`config.mk`:
```
export PLATFORM = sky130hd
export DESIGN_NAME = wb_rr_arbiter
export DESIGN_NICKNAME = d
export VERILOG_FILES = /design/src/rtl/wb_rr_arbiter.sv
export SDC_FILE = /design/constraint.sdc
export NUM_CORES = 1
export LEC_CHECK = 0
export CAP_MARGIN = 20
export CORE_AREA = 2 2 208 210
export CTS_CLUSTER_DIAMETER = 120
export DETAILED_ROUTE_END_ITERATION = 10
export DIE_AREA = 0 0 210 212
export MAX_ROUTING_LAYER = met4
export SLEW_MARGIN = 20
export SYNTH_ARGS = -nofsm -noshare
export SYNTH_HDL_FRONTEND = slang
export SYNTH_SLANG_ARGS = --single-unit
export TNS_END_PERCENT = 20
```
`constraint.sdc`:
```
create_clock -name clk -period 5 [get_ports clk]
set_clock_uncertainty 0.2 [all_clocks]
set_input_delay 1 -clock clk [delete_from_list [all_inputs] [get_ports clk]]
set_output_delay 1 -clock clk [all_outputs]
set_load 0.02 [all_outputs]
```
`src/rtl/wb_rr_arbiter.sv`:
```
// wb_rr_arbiter: four-master, one-slave Wishbone round-robin arbiter.
// The grant is registered and held for the whole of the owner's cycle. A
// watchdog aborts a strobe that the slave never acknowledges.
module wb_rr_arbiter #(
  parameter int adr_width = 32,
  parameter int dat_width = 32,
  parameter int timeout   = 255
) (
  input  logic                   clk,
  input  logic                   reset,
  // master 0
  input  logic [adr_width-1:0]   m0_adr_i,
  input  logic [dat_width-1:0]   m0_dat_i,
  output logic [dat_width-1:0]   m0_dat_o,
  input  logic [dat_width/8-1:0] m0_sel_i,
  input  logic                   m0_we_i,
  input  logic                   m0_cyc_i,
  input  logic                   m0_stb_i,
  output logic                   m0_ack_o,
  output logic                   m0_err_o,
  // master 1
  input  logic [adr_width-1:0]   m1_adr_i,
  input  logic [dat_width-1:0]   m1_dat_i,
  output logic [dat_width-1:0]   m1_dat_o,
  input  logic [dat_width/8-1:0] m1_sel_i,
  input  logic                   m1_we_i,
  input  logic                   m1_cyc_i,
  input  logic                   m1_stb_i,
  output logic                   m1_ack_o,
  output logic                   m1_err_o,
  // master 2
  input  logic [adr_width-1:0]   m2_adr_i,
  input  logic [dat_width-1:0]   m2_dat_i,
  output logic [dat_width-1:0]   m2_dat_o,
  input  logic [dat_width/8-1:0] m2_sel_i,
  input  logic                   m2_we_i,
  input  logic                   m2_cyc_i,
  input  logic                   m2_stb_i,
  output logic                   m2_ack_o,
  output logic                   m2_err_o,
  // master 3
  input  logic [adr_width-1:0]   m3_adr_i,
  input  logic [dat_width-1:0]   m3_dat_i,
  output logic [dat_width-1:0]   m3_dat_o,
  input  logic [dat_width/8-1:0] m3_sel_i,
  input  logic                   m3_we_i,
  input  logic                   m3_cyc_i,
  input  logic                   m3_stb_i,
  output logic                   m3_ack_o,
  output logic                   m3_err_o,
  // slave
  output logic [adr_width-1:0]   s_adr_o,
  output logic [dat_width-1:0]   s_dat_o,
  input  logic [dat_width-1:0]   s_dat_i,
  output logic [dat_width/8-1:0] s_sel_o,
  output logic                   s_we_o,
  output logic                   s_cyc_o,
  output logic                   s_stb_o,
  input  logic                   s_ack_i,
  // status
  output logic [1:0]             grant_o,
  output logic                   busy_o
);

  localparam int sel_width = dat_width / 8;
  // Wide enough to hold timeout-1 and to saturate; at least one bit.
  localparam int wdog_w = (timeout < 2) ? 1 : $clog2(timeout + 1);
  localparam bit wdog_en = (timeout > 0);
  localparam logic [wdog_w-1:0] wdog_lim = (timeout > 0) ? wdog_w'(timeout - 1) : '0;

  typedef enum logic [1:0] {IDLE, GRANT, ABORT} state_t;

  state_t              state_q, state_d;
  logic [1:0]          grant_q, grant_d;
  logic [1:0]          last_q, last_d;
  logic [wdog_w-1:0]   wdog_q, wdog_d;

  logic [adr_width-1:0] m_adr [4];
  logic [dat_width-1:0] m_dat [4];
  logic [sel_width-1:0] m_sel [4];
  logic [3:0]           m_we, m_cyc, m_stb;
  logic [3:0]           ack_vec, err_vec;
  logic                 gnt_cyc, gnt_stb;

  // Gather the four master ports into indexable arrays.
  assign m_adr[0] = m0_adr_i;
  assign m_adr[1] = m1_adr_i;
  assign m_adr[2] = m2_adr_i;
  assign m_adr[3] = m3_adr_i;
  assign m_dat[0] = m0_dat_i;
  assign m_dat[1] = m1_dat_i;
  assign m_dat[2] = m2_dat_i;
  assign m_dat[3] = m3_dat_i;
  assign m_sel[0] = m0_sel_i;
  assign m_sel[1] = m1_sel_i;
  assign m_sel[2] = m2_sel_i;
  assign m_sel[3] = m3_sel_i;
  assign m_we     = {m3_we_i,  m2_we_i,  m1_we_i,  m0_we_i};
  assign m_cyc    = {m3_cyc_i, m2_cyc_i, m1_cyc_i, m0_cyc_i};
  assign m_stb    = {m3_stb_i, m2_stb_i, m1_stb_i, m0_stb_i};

  assign gnt_cyc = m_cyc[grant_q];
  assign gnt_stb = m_stb[grant_q];

  // Read data is broadcast; only the owner sees an ack qualifying it.
  assign m0_dat_o = s_dat_i;
  assign m1_dat_o = s_dat_i;
  assign m2_dat_o = s_dat_i;
  assign m3_dat_o = s_dat_i;
  assign m0_ack_o = ack_vec[0];
  assign m1_ack_o = ack_vec[1];
  assign m2_ack_o = ack_vec[2];
  assign m3_ack_o = ack_vec[3];
  assign m0_err_o = err_vec[0];
  assign m1_err_o = err_vec[1];
  assign m2_err_o = err_vec[2];
  assign m3_err_o = err_vec[3];

  assign grant_o = grant_q;
  assign busy_o  = (state_q == GRANT);

  // First requester after 'last' in circular order; lowest offset wins.
  function automatic logic [1:0] rr_pick(input logic [3:0] req, input logic [1:0] last);
    logic [1:0] idx;
    logic [1:0] pick;
    pick = last;
    for (int i = 4; i >= 1; i--) begin
      idx = last + 2'(i);
      if (req[idx]) pick = idx;
    end
    return pick;
  endfunction

  // State register: arbitration state, owner, round-robin pointer, watchdog.
  always_ff @(posedge clk or posedge reset) begin
    if (reset) begin
      state_q <= IDLE;
      grant_q <= 2'd0;
      last_q  <= 2'd3;
      wdog_q  <= '0;
    end else begin
      state_q <= state_d;
      grant_q <= grant_d;
      last_q  <= last_d;
      wdog_q  <= wdog_d;
    end
  end

  // Next-state: arbitrate in IDLE, hold while the owner's cyc is up, abort on stall.
  always_comb begin
    state_d = state_q;
    grant_d = grant_q;
    last_d  = last_q;
    wdog_d  = wdog_q;
    case (state_q)
      IDLE: begin
        wdog_d = '0;
        if (|m_cyc) begin
          grant_d = rr_pick(m_cyc, last_q);
          state_d = GRANT;
        end
      end
      GRANT: begin
        if (!gnt_cyc) begin
          last_d  = grant_q;
          wdog_d  = '0;
          state_d = IDLE;
        end else if (gnt_stb && !s_ack_i) begin
          if (wdog_en && (wdog_q == wdog_lim)) begin
            state_d = ABORT;
          end else if (wdog_q != '1) begin
            wdog_d = wdog_q + 1'b1;
          end
        end else begin
          wdog_d = '0;
        end
      end
      ABORT: begin
        last_d  = grant_q;
        wdog_d  = '0;
        state_d = IDLE;
      end
      default: state_d = IDLE;
    endcase
  end

  // Outputs: route the owner to the slave in GRANT, flag the owner in ABORT.
  always_comb begin
    s_adr_o = '0;
    s_dat_o = '0;
    s_sel_o = '0;
    s_we_o  = 1'b0;
    s_cyc_o = 1'b0;
    s_stb_o = 1'b0;
    ack_vec = 4'b0000;
    err_vec = 4'b0000;
    case (state_q)
      GRANT: begin
        s_adr_o          = m_adr[grant_q];
        s_dat_o          = m_dat[grant_q];
        s_sel_o          = m_sel[grant_q];
        s_we_o           = m_we[grant_q];
        s_cyc_o          = gnt_cyc;
        s_stb_o          = gnt_cyc & gnt_stb;
        ack_vec[grant_q] = s_ack_i;
      end
      ABORT: err_vec[grant_q] = 1'b1;
      default: ;
    endcase
  end

endmodule

```
==> results of run 1 <==
-- kinds of logic after synthesis --
logic type               Yosys count
multiplexers                      75
buffers and inverters            163
AND/OR/NAND/NOR                  134
flip-flops                        14
adder cells (fa/ha/maj)            2
AO/OA/AOI/OAI                     19
-- cells in the final DEF (no fill, tap or decap), types with 2 or more instances in the layout --
master and count:
buf_4 5, nor4_1 3, a221o_1 2, buf_12 2
mux2_2 3, dfrtp_4 2, nand2_1 9, mux4_2 71
o21ai_0 7, nor3_1 6, dfstp_2 2, clkbuf_16 3
and2_1 72, nor2_1 11, and3_1 5, ha_1 2
nand3_1 15, dfrtp_1 10, nor3b_1 3, inv_1 4
clkdlybuf4s50_1 368, nand2b_1 4
-- state kept, by name, indices dropped and copies added (netlist names) --
name,flops
wdog_q,8
grant_o,2
last_q,2
state_q,2
-- critical path: cells and delay by family (launching register included) --
| family | cells | cell delay, ps |
|---|---|---|
| buffers and inverters | 3 | 1480 |
| DFF | 1 | 680 |
| and+or+nand+nor | 2 | 500 |
-- Yosys cell counts, types with 2 or more instances --
cell,instances,share of area
clkbuf_1,19,0.018
nor3b_1,3,0.0056
and2_1,72,0.11
buf_2,9,0.011
mux4_2,71,0.40
nand3_1,15,0.019
o21ai_0,7,0.0087
nor2_1,11,0.010
and3_1,5,0.0077
nand2b_1,4,0.0062
dfstp_2,2,0.013
a221o_1,2,0.0049
dfrtp_1,12,0.074
mux2_2,3,0.0083
inv_1,4,0.0037
nand2_1,9,0.0083
nor4_1,3,0.0046
ha_1,2,0.0062
nor3_1,6,0.0074
buf_4,129,0.24
-- final timing paths --
| kind | from | end | slack, ps | depth (start not counted) |
|---|---|---|---|---|
| setup reg to reg | grant_o[0] | wdog_q[1] | 2320 | 4 |
| hold reg to reg | last_q[0] | last_q[0] | 370 | 2 |
| min in group asynchronous | reset | wdog_q[2] | 960 | 2 |
| setup / recovery | state_q[0] | s_adr_o[1] | 850 | 5 |
| hold / removal | last_q[0] | last_q[0] | 370 | 2 |
| max in group asynchronous | reset | grant_o[0] | 3220 | 2 |
-- where the power goes --
group / internal [mW] / leakage [nW] / switching (mW)
Combinational: 1.54 / 2.32 / 1.32
Sequential: 0.146 / 0.179 / 0.166
Clock: 0.108 / 0.0382 / 0.0467
Total: 1.79 / 2.54 / 1.54
-- final cells by class --
class | count | area (µm²) | share of cell area
Timing Repair Buffer | 375 | 3760 | 0.503
Inverter | 5 | 18.8 | 0.00251
Sequential cell | 14 | 360 | 0.0481
Antenna cell | 1 | 2.50 | 0.000334
Clock buffer | 4 | 78.8 | 0.0105
Multi-Input combinational cell | 230 | 2580 | 0.345
Tap cell | 546 | 683 | 0.0913
-- layer usage --
| layer | track usage | vias to the layer above | routed length, µm |
|---|---|---|---|
| li1 | - | 1801 | - |
| met1 | 0.113 | 1988 | 8980 |
| met2 | 0.160 | 339 | 11100 |
| met3 | 0.0353 | 38 | 2560 |
| met4 | 0.0311 | 0 | 743 |
| met5 | - | - | 0 |
==> impl_metrics.tcl, run 1 <==
set metrics [dict create \
    outcome "complete, no violations" \
    power.density_nw_per_um2 444 \
    crit_path_max_fanout 30 \
    clock_path_buffers 2 \
    coreArea_um2 42500 \
    post_cts_resize_count 0 \
    required_ps 3800 \
    synth_simple_gate_area_frac 0.193 \
    dp_worst_setup_slack_ps 879 \
    cts.clk_slew.worst_paths_ps 50 \
    route.final.wire_length_um 23400 \
    syn_avg_cell_area_um2 9.95 \
    die_area_um2 44500 \
    numPortBuffers 368 \
    ys_ff_latch 14 \
    cap_violations 0 \
    routedWlPerCell_um 19.9 \
    synth_edf_count 0 \
    min_period_over_period 0.830 \
    cts_setup_buffers 0 \
    period_minus_slack_ps 4150 \
    worst_pin_slew_ps 682 \
    first_iter_violations 191 \
    timing.final.ws_setup_ps 849 \
    ys_types 39 \
    setup_viol_count_final 0 \
    finalNonFillerCells 1175 \
    dpl.cell_count 1170 \
    arrival_ps 2950 \
    slowest_stage "dfrtp_1" \
    max_stage_delay_ps 680 \
    cts_tree "built" \
    setup_tns_ps 0 \
    gp_congestion 0.761 \
    fmax_mhz 241 \
    rows 76 \
    grtUsageTotal 0.0985 \
    grt_max_degree 44 \
    synth_ff_type "dfrtp_1" \
    synth_compound_area_frac 0.0328 \
    rsz0062_at_grt "no" \
    finalNetCount 950 \
    cts_sinks 14 \
    finalInstanceArea_um2 7480 \
    via_count 4166 \
    clk_latency_ps 240 \
    ant_nets 0 \
    finalPower_mw 3.33 \
    maxSlewViolCount 0 \
    grt_pass1_vias 4316 \
    final_hold_viol_count 0 \
    synth.cell_area_um2 4050 \
    drive_above_1_share 0.143 \
    start_util 0.0952 \
    grt_first_pass_wirelength_um 30900 \
    yosysSeqAreaShare 0.0872 \
    muxShareOfSynthArea 0.406 \
    cts_buffers 3 \
    ioPinCount 529 \
    syn2layout_area_growth_pct 84.9 \
    fill_cells 4670 \
    ir_drop_uv 138 \
    grt_antenna_before_repair 1 \
    die_w_um 210 \
    syn-num-nets 728 \
    synthAdderAreaFrac 0.00618 \
    worstPathCellList "nand2b_1, inv_2, buf_4, and2_1, clkdlybuf4s50_1" \
    h-tree-depth 1 \
    slew-limit-headroom 0.539 \
    cts_root_buffer "clkbuf_16" \
    endpoint_kind "output port" \
    dpl_cell_area_um2 7400 \
    async_flop_share 1.00 \
    routed_via_density 3.55 \
    synth_top_family_by_area "multiplexers" \
    whs_ps 366 \
    grt_remaining_overflow 0 \
    utilization 0.176 \
    dp.final_hpwl_um 19900 \
    ys_warn_count 0 \
    yosys.area_share.xor_xnor 0 \
    power.leakage_nw 2.54 \
    drcViolationCount 0 \
    synth_cells 407 \
    dieHeight_um 212 \
    critPathLaunchType "flop" \
    firstDrtPassIters 4 \
    critical_path_class "flop to output port" \
    min_path_type "flop to flop" \
    cts_hold_buf 0 \
]
No activity file was read; power rests on OpenSTA's default activity.
==> inputs of run 2 (changes only) <==
CORE_AREA = 2 2 204 206   (was 2 2 208 210)
DIE_AREA = 0 0 206 208   (was 0 0 210 212)
clock period = 3.86 ns   (was 5 ns; I/O delays follow)
==> impl_metrics.tcl, run 2 (synthesis gave the netlist of run 1 again) <==
set metrics [dict create \
    outcome "complete, no violations" \
    top_register "wdog_q" \
    min_period_over_period 0.932 \
    rsz0062_at_grt "no" \
    grt_pass1_vias 4260 \
    clock_path_buffers 2 \
    gp_congestion 0.880 \
    layout_commonest_cell "clkdlybuf4s50_1" \
    cts_hold_buf 0 \
    power.density_nw_per_um2 579 \
    layout_common_cells "clkdlybuf4s50_1, and2_1, mux4_2, nand3_1, nor2_1" \
    grtUsageTotal 0.0993 \
    route.final.wire_length_um 22900 \
    cts_root_buffer "clkbuf_16" \
    required_ps 2890 \
    clk_latency_ps 250 \
    rows 74 \
    die_area_um2 42800 \
    syn2layout_area_growth_pct 86.6 \
    rrSetupSlack_ps 1170 \
    finalInstanceArea_um2 7550 \
    final_hold_viol_count 0 \
    cts_setup_buffers 0 \
    slew-limit-headroom 0.575 \
    worst_pin_slew_ps 638 \
    routedWlPerCell_um 19.6 \
    h-tree-depth 1 \
    crit_path_max_fanout 5 \
    cts_sinks 14 \
    ioPinCount 529 \
    power.leakage_nw 2.58 \
    finalPower_mw 4.38 \
    cts.clk_slew.worst_paths_ps 50 \
    maxSlewViolCount 0 \
    dp.final_hpwl_um 19400 \
    post_cts_resize_count 0 \
    firstDrtPassIters 4 \
    coreArea_um2 40600 \
    setup_viol_count_final 0 \
    cts_tree "built" \
    ant_nets 0 \
    ir_drop_uv 255 \
    first_iter_violations 346 \
    largest_register_ffs 8 \
    start_util 0.0998 \
    cts_buffers 3 \
    drcViolationCount 0 \
    drive_above_1_share 0.153 \
    cap_violations 0 \
    grt_antenna_before_repair 2 \
    fmax_mhz 278 \
    min_path_type "flop to flop" \
    critPathLaunchType "input port" \
    endpoint_kind "output port" \
    routed_via_density 3.59 \
    grt_max_degree 47 \
    grt_first_pass_wirelength_um 30300 \
    via_count 4193 \
    period_minus_slack_ps 3600 \
    die_w_um 206 \
    utilization 0.186 \
    dpl_cell_area_um2 7460 \
    whs_ps 372 \
    setup_tns_ps 0 \
    critical_path_class "input port to output port" \
    numPortBuffers 368 \
    dieHeight_um 208 \
    finalNetCount 955 \
    grt_remaining_overflow 0 \
    arrival_ps 2630 \
]
==> run 2: cell count changes in the layout (fill, tap and decap cells not counted) <==
| cell | delta |
|---|---|
| buf_12 | +2 |
| o41ai_1 | -1 |
| diode_2 | +3 |
| clkbuf_8 | +1 |
| o41ai_2 | +1 |
| clkbuf_1 | -1 |
| buf_4 | +3 |
==> run 2: routing by layer <==
layer / track usage / up-vias / part of all wire
met3: 0.0349 / 20 / 0.12
li1: - / 1816 / -
met5: - / - / 0
met2: 0.155 / 304 / 0.46
met1: 0.124 / 2053 / 0.41
met4: 0.0182 / 0 / 0.014
==> run 2: power breakdown <==
part | switching (mW) | internal, mW
Combinational | 1.75 | 2.04
Sequential | 0.169 | 0.190
Clock | 0.0687 | 0.157
==> run 2: worst max-delay path, cell delays in order <==
cell	delay, ps
clkdlybuf4s50_1	500
mux4_2	620
and3_1	200
clkdlybuf4s50_1	540
==> run 2: cell type report <==
cell class | count | area (µm²)
fillers | 4464 | 33000
repair buffers | 380 | 3820
multi-input cells | 230 | 2590
flip-flops and latches | 14 | 360
well taps | 532 | 666
clock buffers | 4 | 88.8
diodes | 4 | 10.0
inverters | 5 | 18.8
==> run 2: final timing paths <==
kind / startpoint / to / depth (start not counted)
worst max-delay path: m2_cyc_i / s_stb_o / 4
worst min-delay path: last_q[0] / last_q[0] / 2
worst max register to register: grant_o[1] / wdog_q[1] / 5
worst min register to register: last_q[0] / last_q[0] / 2
max in group asynchronous: reset / grant_o[0] / 2
min in group asynchronous: reset / state_q[1] / 2
==> run 2: per-stage QoR <==
stage,setup WS [ps],instances
finish,262,1169
global placement,268,1161
detailed placement,258,1161
floorplan,1050,407
CTS,234,1165
global route,162,1167
